$ cat config.mk
export PLATFORM = sky130hd
export DESIGN_NAME = raster_scan_gen
export DESIGN_NICKNAME = d
export VERILOG_FILES = /design/src/rtl/raster_scan_gen.sv
export SDC_FILE = /design/constraint.sdc
export NUM_CORES = 1
export LEC_CHECK = 0
export ABC_AREA = 0
export CORE_MARGIN = 4
export CORE_UTILIZATION = 44
export CTS_CLUSTER_DIAMETER = 150
export DETAILED_ROUTE_END_ITERATION = 8
export GPL_TIMING_DRIVEN = 0
export PLACE_DENSITY = 0.75
export SLEW_MARGIN = 20
export SYNTH_ARGS = -nofsm -noshare
export SYNTH_HDL_FRONTEND = slang
export SYNTH_SLANG_ARGS = --single-unit
$ cat constraint.sdc
create_clock -name clk -period 1.7 [get_ports clk]
set_input_delay 0.34 -clock clk [delete_from_list [all_inputs] [get_ports clk]]
set_output_delay 0.34 -clock clk [all_outputs]
set_load 0.005 [all_outputs]
$ cat src/rtl/raster_scan_gen.sv
// rtl/raster_scan_gen.sv - VGA raster sweep, comparator-aligned sync/colour pipeline
//
// Sweeps an H_TOTAL x V_TOTAL raster and presents x/y to an external circle
// comparator. The comparator's registered in_circle comes back COMP_LAT clocks
// later. Raw sync/active decodes are delayed by the same amount, so the rgb,
// hsync, vsync and video_on outputs all describe the same pixel.
//
// Ports:
//   clk          system clock, rising edge
//   reset        asynchronous active-low reset
//   pix_en       pixel tick; the raster advances only when high
//   in_circle    comparator result for the x/y presented COMP_LAT clocks earlier
//   x, y         raster counters (0..H_TOTAL-1, 0..V_TOTAL-1)
//   hsync/vsync  active-low syncs, pipeline-aligned with rgb
//   video_on     active-area flag, pipeline-aligned with rgb
//   rgb          pixel colour, 0 in blanking
//   frame_start  one-clock pulse after the raster wraps to (0,0)
//   frame_cnt    completed-frame counter, wraps silently
module raster_scan_gen #(
  parameter int          H_ACTIVE = 640,
  parameter int          H_FP     = 16,
  parameter int          H_SYNC   = 96,
  parameter int          H_BP     = 48,
  parameter int          V_ACTIVE = 480,
  parameter int          V_FP     = 10,
  parameter int          V_SYNC   = 2,
  parameter int          V_BP     = 33,
  parameter int          COMP_LAT = 1,
  parameter logic [11:0] FG       = 12'hF00,
  parameter logic [11:0] BG       = 12'h00F
) (
  input  logic        clk,
  input  logic        reset,
  input  logic        pix_en,
  input  logic        in_circle,
  output logic [9:0]  x,
  output logic [9:0]  y,
  output logic        hsync,
  output logic        vsync,
  output logic        video_on,
  output logic [11:0] rgb,
  output logic        frame_start,
  output logic [15:0] frame_cnt
);

  localparam int H_TOTAL = H_ACTIVE + H_FP + H_SYNC + H_BP;
  localparam int V_TOTAL = V_ACTIVE + V_FP + V_SYNC + V_BP;

  localparam logic [9:0] H_LAST   = 10'(H_TOTAL - 1);
  localparam logic [9:0] V_LAST   = 10'(V_TOTAL - 1);
  localparam logic [9:0] H_ACT    = 10'(H_ACTIVE);
  localparam logic [9:0] V_ACT    = 10'(V_ACTIVE);
  localparam logic [9:0] HS_START = 10'(H_ACTIVE + H_FP);
  localparam logic [9:0] HS_END   = 10'(H_ACTIVE + H_FP + H_SYNC);
  localparam logic [9:0] VS_START = 10'(V_ACTIVE + V_FP);
  localparam logic [9:0] VS_END   = 10'(V_ACTIVE + V_FP + V_SYNC);

  logic [9:0]          x_q, x_d;
  logic [9:0]          y_q, y_d;
  logic                frame_start_q, frame_start_d;
  logic [15:0]         frame_cnt_q, frame_cnt_d;

  logic                hs_raw, vs_raw, von_raw;

  // Stage 0 is the newest sample; stage COMP_LAT-1 feeds the output register.
  logic [COMP_LAT-1:0] hs_dly_q, hs_dly_d;
  logic [COMP_LAT-1:0] vs_dly_q, vs_dly_d;
  logic [COMP_LAT-1:0] von_dly_q, von_dly_d;

  logic                hsync_q, hsync_d;
  logic                vsync_q, vsync_d;
  logic                video_on_q, video_on_d;
  logic [11:0]         rgb_q, rgb_d;

  // Raster counters and frame bookkeeping
  always_comb begin
    x_d           = x_q;
    y_d           = y_q;
    frame_start_d = 1'b0;
    frame_cnt_d   = frame_cnt_q;
    if (pix_en) begin
      if (x_q == H_LAST) begin
        x_d = '0;
        if (y_q == V_LAST) begin
          y_d           = '0;
          frame_start_d = 1'b1;
          frame_cnt_d   = frame_cnt_q + 16'd1;
        end else begin
          y_d = y_q + 10'd1;
        end
      end else begin
        x_d = x_q + 10'd1;
      end
    end
  end

  // Raw timing decode of the current raster position
  always_comb begin
    hs_raw  = !((x_q >= HS_START) && (x_q < HS_END));
    vs_raw  = !((y_q >= VS_START) && (y_q < VS_END));
    von_raw = (x_q < H_ACT) && (y_q < V_ACT);
  end

  // Delay line shifts every clock; during pix_en gaps x/y hold, so the
  // repeated samples stay consistent with the comparator's repeated results.
  always_comb begin
    hs_dly_d     = hs_dly_q;
    vs_dly_d     = vs_dly_q;
    von_dly_d    = von_dly_q;
    hs_dly_d[0]  = hs_raw;
    vs_dly_d[0]  = vs_raw;
    von_dly_d[0] = von_raw;
    for (int i = 1; i < COMP_LAT; i++) begin
      hs_dly_d[i]  = hs_dly_q[i-1];
      vs_dly_d[i]  = vs_dly_q[i-1];
      von_dly_d[i] = von_dly_q[i-1];
    end
  end

  // Output stage; in_circle only selects the colour when the aligned
  // sample is active, so blanking never depends on the comparator.
  always_comb begin
    hsync_d    = hs_dly_q[COMP_LAT-1];
    vsync_d    = vs_dly_q[COMP_LAT-1];
    video_on_d = von_dly_q[COMP_LAT-1];
    rgb_d      = 12'h000;
    if (von_dly_q[COMP_LAT-1]) begin
      rgb_d = in_circle ? FG : BG;
    end
  end

  always_ff @(posedge clk or negedge reset) begin
    if (!reset) begin
      x_q           <= '0;
      y_q           <= '0;
      frame_start_q <= 1'b0;
      frame_cnt_q   <= '0;
      hs_dly_q      <= '1;
      vs_dly_q      <= '1;
      von_dly_q     <= '0;
      hsync_q       <= 1'b1;
      vsync_q       <= 1'b1;
      video_on_q    <= 1'b0;
      rgb_q         <= '0;
    end else begin
      x_q           <= x_d;
      y_q           <= y_d;
      frame_start_q <= frame_start_d;
      frame_cnt_q   <= frame_cnt_d;
      hs_dly_q      <= hs_dly_d;
      vs_dly_q      <= vs_dly_d;
      von_dly_q     <= von_dly_d;
      hsync_q       <= hsync_d;
      vsync_q       <= vsync_d;
      video_on_q    <= video_on_d;
      rgb_q         <= rgb_d;
    end
  end

  assign x           = x_q;
  assign y           = y_q;
  assign hsync       = hsync_q;
  assign vsync       = vsync_q;
  assign video_on    = video_on_q;
  assign rgb         = rgb_q;
  assign frame_start = frame_start_q;
  assign frame_cnt   = frame_cnt_q;

endmodule

After elaboration in Yosys (flattened, before gate mapping)
Index checks and enable logic that the tools add are counted.
Widths: inputs -> output; s select.
- flip-flop bits (word level): 55
- $add $sub $neg: 3
- magnitude comparators: 6
- equal/unequal tests: 2
- mux-type cells: 7
- reductions and logical operators: 7
- operators with widths (cell ; count):
    $mux 12 ; 2
    $add 10x1->10 const B ; 2
    $eq 10x10->1 const B ; 2
    $lt 10x10->1 const B ; 2
    $lt 10x9->1 const B ; 2
    $mux 10 ; 2
    $add 16x1->16 const B ; 1
    $ge 10x10->1 const B ; 1
    $ge 10x9->1 const B ; 1
    $logic_and 1x1->1 ; 3
    $mux 1 ; 3
    $reduce_and 3->1 ; 1
    $logic_not 1->1 ; 2
    $reduce_and 2->1 ; 1

Longest topological paths before layout
- word-level depth: 4
- gate-level depth with buffers: 7
- mapped depth without buffers: 6

Worst setup path after synthesis
Ideal clock, no wire load.
- path kind: reg-to-reg
- start point: register x_q[0], in the netlist x[0]
- end point: register frame_cnt_q[1], in the netlist frame_cnt[1]
- arrival time: 1703 ps
- required time: 1575 ps
- setup slack: -127 ps
- cell stages (with the launch flop): 6
- path buffers: 0
- clock period less this slack: 1827 ps
- cells stage by stage: dfrtp_1 -> ha_1 -> nor4b_4 -> nand4_4 -> nor2_1 -> mux2_2
- cells in the longest elaborated chain, start to end: 2
- RTL lines (element ; RTL line ; text):
    from (decl) ; 58 ; logic [9:0] x_q, x_d;
    from (signal assigned) ; 134 ; x_q <= '0;
    from (signal assigned) ; 146 ; x_q <= x_d;
    $eq 10x10->1 ; 82 ; if (x_q == H_LAST) begin
    $reduce_and 3->1 (no source line) ; n/a ;
    to (signal assigned) ; 149 ; frame_cnt_q <= frame_cnt_d;
    to (decl) ; 61 ; logic [15:0] frame_cnt_q, frame_cnt_d;
No other way between the ends.
A chain may end at the register's enable or synchronous reset.

Worst setup path after layout
- start point: register x_q[5], in the netlist x[5]
- end point: register frame_cnt_q[1], in the netlist frame_cnt[1]
The elaborated chain is that of the path after synthesis.

==> impl_metrics.tcl <==
set metrics [dict create \
    outcome "complete, but fails checks" \
    failed_checks "negative setup slack" \
    antenna_found_initial 0 \
    worstPathRequired_ns 1.89 \
    power_density_nw_per_um2 678 \
    cts_sinks 45 \
    max_stage_delay_ns 0.39 \
    yosysUniqueCellTypes 41 \
    vias 2005 \
    leakage_nw 1.94 \
    clk_latency_ns 0.30 \
    register_area_um2 1140 \
    grtUsageTotal_pct 20.8 \
    layout_commonest_cell "clkdlybuf4s50_1" \
    viasPerCell 5.26 \
    r2r_slack_ns -0.11 \
    first_pass_iters 4 \
    arrival_ns 2.00 \
    io_buffers 50 \
    grt_setup_unrepaired "yes" \
    layout-drive-gt1-share_pct 33.8 \
    synthCells 217 \
    setup_slack_ns -0.113 \
    hold_path_class "input pin to async pin" \
    post-route-min-period_ns 1.81 \
    grt_pass1_vias 2072 \
    n_fill_cell 326 \
    initial_core_util_pct 46.6 \
    gp_congestion 0.817 \
    crit_path_cell_trace "clkbuf_8, nor4b_4, buf_6, nand4_4, buf_4, nor2_4, mux2_4" \
    criticalPathCategory "register to register" \
    dp_cells 338 \
    ios 56 \
    cts_inserted_buffers 5 \
    grt_first_pass_wirelength_um 10200 \
    fin_cells 381 \
    hold_viol_final 0 \
    drtIter0Drc 76 \
    tightest_slew_ns 0.782 \
    drt-total-wl_um 6540 \
    finalSetupViolations 24 \
    min_period_over_period_pct 107 \
    timing.max_cap.violations 0 \
    hold_slack_ns 0.0209 \
    syn_to_final_growth_pct 61.2 \
    syn_area_per_cell_um2 10.4 \
    die_h_um 79.7 \
    postLayoutCoreUtil_pct 75.1 \
    die_w_um 79.7 \
    cp_max_fo 5 \
    cts_tree "built" \
    grt_overflow 0 \
    coreArea_um2 4850 \
    multi_input_area_um2 1270 \
    fmax_ghz 0.552 \
    nNetsFinal 323 \
    antenna_cells 0 \
    cts_max_level 2 \
    skew_ns 0.00467 \
    root_buffer "clkbuf_8" \
    clk_pin_slew_ns 0.08 \
    slowest_stage "dfrtp_1" \
    dp_slack_ns -0.296 \
    drv_slew 0 \
    drc_errors 0 \
    grt_max_degree 25 \
    die_area_um2 6350 \
    yosysSeqAreaShare_pct 50.0 \
    wl_per_cell_um 17.2 \
    yosysWarnings 0 \
    peakVddDrop_v 0.000781 \
    dpl.hpwl_um 3480 \
    slew_headroom_pct 47.7 \
    ys_ff_latch 45 \
    crit_path_start_kind "register" \
    rows 25 \
    end_kind "register" \
    most-common-layout-cells "43 x clkdlybuf4s50_1, 33 x buf_4, 33 x dfrtp_1" \
    postRouteAntennaNets 0 \
    syn-cell-area_um2 2260 \
    cts_buffer_depth 2 \
]
==> cells by family (layout without fill, tap and decap cells) <==
logic type	Yosys count	in the layout	share of synthesized area (%)
flip-flops	45	45	50.0
other	1	4	0.166
XOR/XNOR	26	26	10.1
AND/OR/NAND/NOR	90	91	24.0
adder cells (fa/ha/maj)	6	6	3.32
AO/OA/AOI/OAI	15	15	3.93
buffers and inverters	32	125	7.58
multiplexers	2	2	0.941
==> flip-flops by register name, indices dropped and copies added (netlist names) <==
register,cells
frame_cnt,16
x,10
y,10
rgb,2
frame_start,1
hs_dly_q,1
hsync,1
video_on,1
video_on_d,1
vs_dly_q,1
vsync,1
==> worst paths after layout <==
check                           startpoint           end  depth (start not counted)
min in group clk                    pix_en          x[1]                          2
max in group asynchronous            reset         hsync                          2
worst max register to register        x[5]  frame_cnt[1]                          7
worst min-delay path                 reset          x[1]                          1
worst min register to register    hs_dly_q         hsync                          0
worst max-delay path                  x[5]  frame_cnt[1]                          7
==> synthesized netlist by cell type <==
cell | number | area [um^2]
nor4b_1 | 1 | 8.76
inv_1 | 10 | 37.5
nor3_1 | 10 | 50.1
a22o_1 | 1 | 8.76
and4_1 | 4 | 35.0
nor4b_4 | 1 | 23.8
and3b_1 | 1 | 8.76
o22ai_1 | 3 | 18.8
nor3_2 | 2 | 20.0
buf_4 | 11 | 82.6
nor2b_1 | 1 | 6.26
nand2b_1 | 2 | 12.5
buf_2 | 2 | 10.0
nand4_4 | 1 | 21.3
or3_1 | 1 | 6.26
nor3b_1 | 1 | 7.51
buf_6 | 1 | 11.3
o2111ai_1 | 1 | 8.76
and2_1 | 2 | 12.5
nand3_1 | 15 | 75.1
ha_1 | 6 | 75.1
nand2_1 | 18 | 67.6
a21oi_1 | 3 | 15.0
o31ai_1 | 1 | 7.51
o21ai_0 | 6 | 30.0
clkbuf_1 | 7 | 26.3
buf_1 | 1 | 3.75
xor2_1 | 20 | 175
dfrtp_1 | 41 | 1030
dfstp_2 | 4 | 105
nor4bb_1 | 1 | 10.0
nor4b_2 | 1 | 15.0
mux2i_1 | 1 | 10.0
conb_1 | 1 | 3.75
nor4_1 | 8 | 50.1
and3_1 | 3 | 18.8
mux2_2 | 1 | 11.3
nand4b_2 | 1 | 15.0
nor2_1 | 9 | 33.8
nand4_1 | 7 | 43.8
xnor2_1 | 6 | 52.6
==> stage by stage <==
stage / setup TNS, ns / power (mW) / instance area, um^2
3_5_place_dp: -5.70 / 1.64 / 2920
4_1_cts: -0.310 / 2.40 / 3420
6_report: -1.33 / 2.47 / 3640
3_3_place_gp: -46.27 / 1.62 / 2900
2_1_floorplan: -0.623 / 1.43 / 2310
5_1_grt: -4.13 / 2.59 / 3640
==> layer usage <==
| layer | vias to the layer above | share of wire (%) | track usage (%) |
|---|---|---|---|
| li1 | 929 | - | - |
| met1 | 986 | 39 | 25.4 |
| met2 | 75 | 54 | 35.4 |
| met3 | 15 | 5.4 | 4.85 |
| met4 | 0 | 1.9 | 8.08 |
| met5 | - | 0 | 0 |
==> where the power goes <==
part	leakage (nW)	switching, mW	internal [mW]
Clock	0.0395	0.355	0.293
Sequential	0.569	0.0875	1.14
Combinational	1.33	0.268	0.329
==> worst max-delay path: cells and delay by family (launching register included) <==
| kind | cells | cell delay [ns] |
|---|---|---|
| flip-flops | 1 | 0.39 |
| multiplexers | 1 | 0.30 |
| buffers and inverters | 3 | 0.52 |
| AND/OR/NAND/NOR | 3 | 0.49 |
==> repair_timing <==
action / CTS / global route
buffers inserted: 18 / 15
hold buffers: 0 / 0
pin swaps: 28 / 11
endpoints found under the setup margin: 28 / 34
gates cloned: 4 / 0
resized for setup: 52 / 32
==> layout make-up <==
type | count | share of cell area, %
inverters | 10 | 1.03
well taps | 67 | 2.30
plain buffers | 20 | 4.70
clock buffers | 8 | 2.20
flip-flops and latches | 45 | 31.3
multi-input cells | 144 | 34.8
repair buffers | 87 | 23.6
Power figures use the tool's default switching activity.
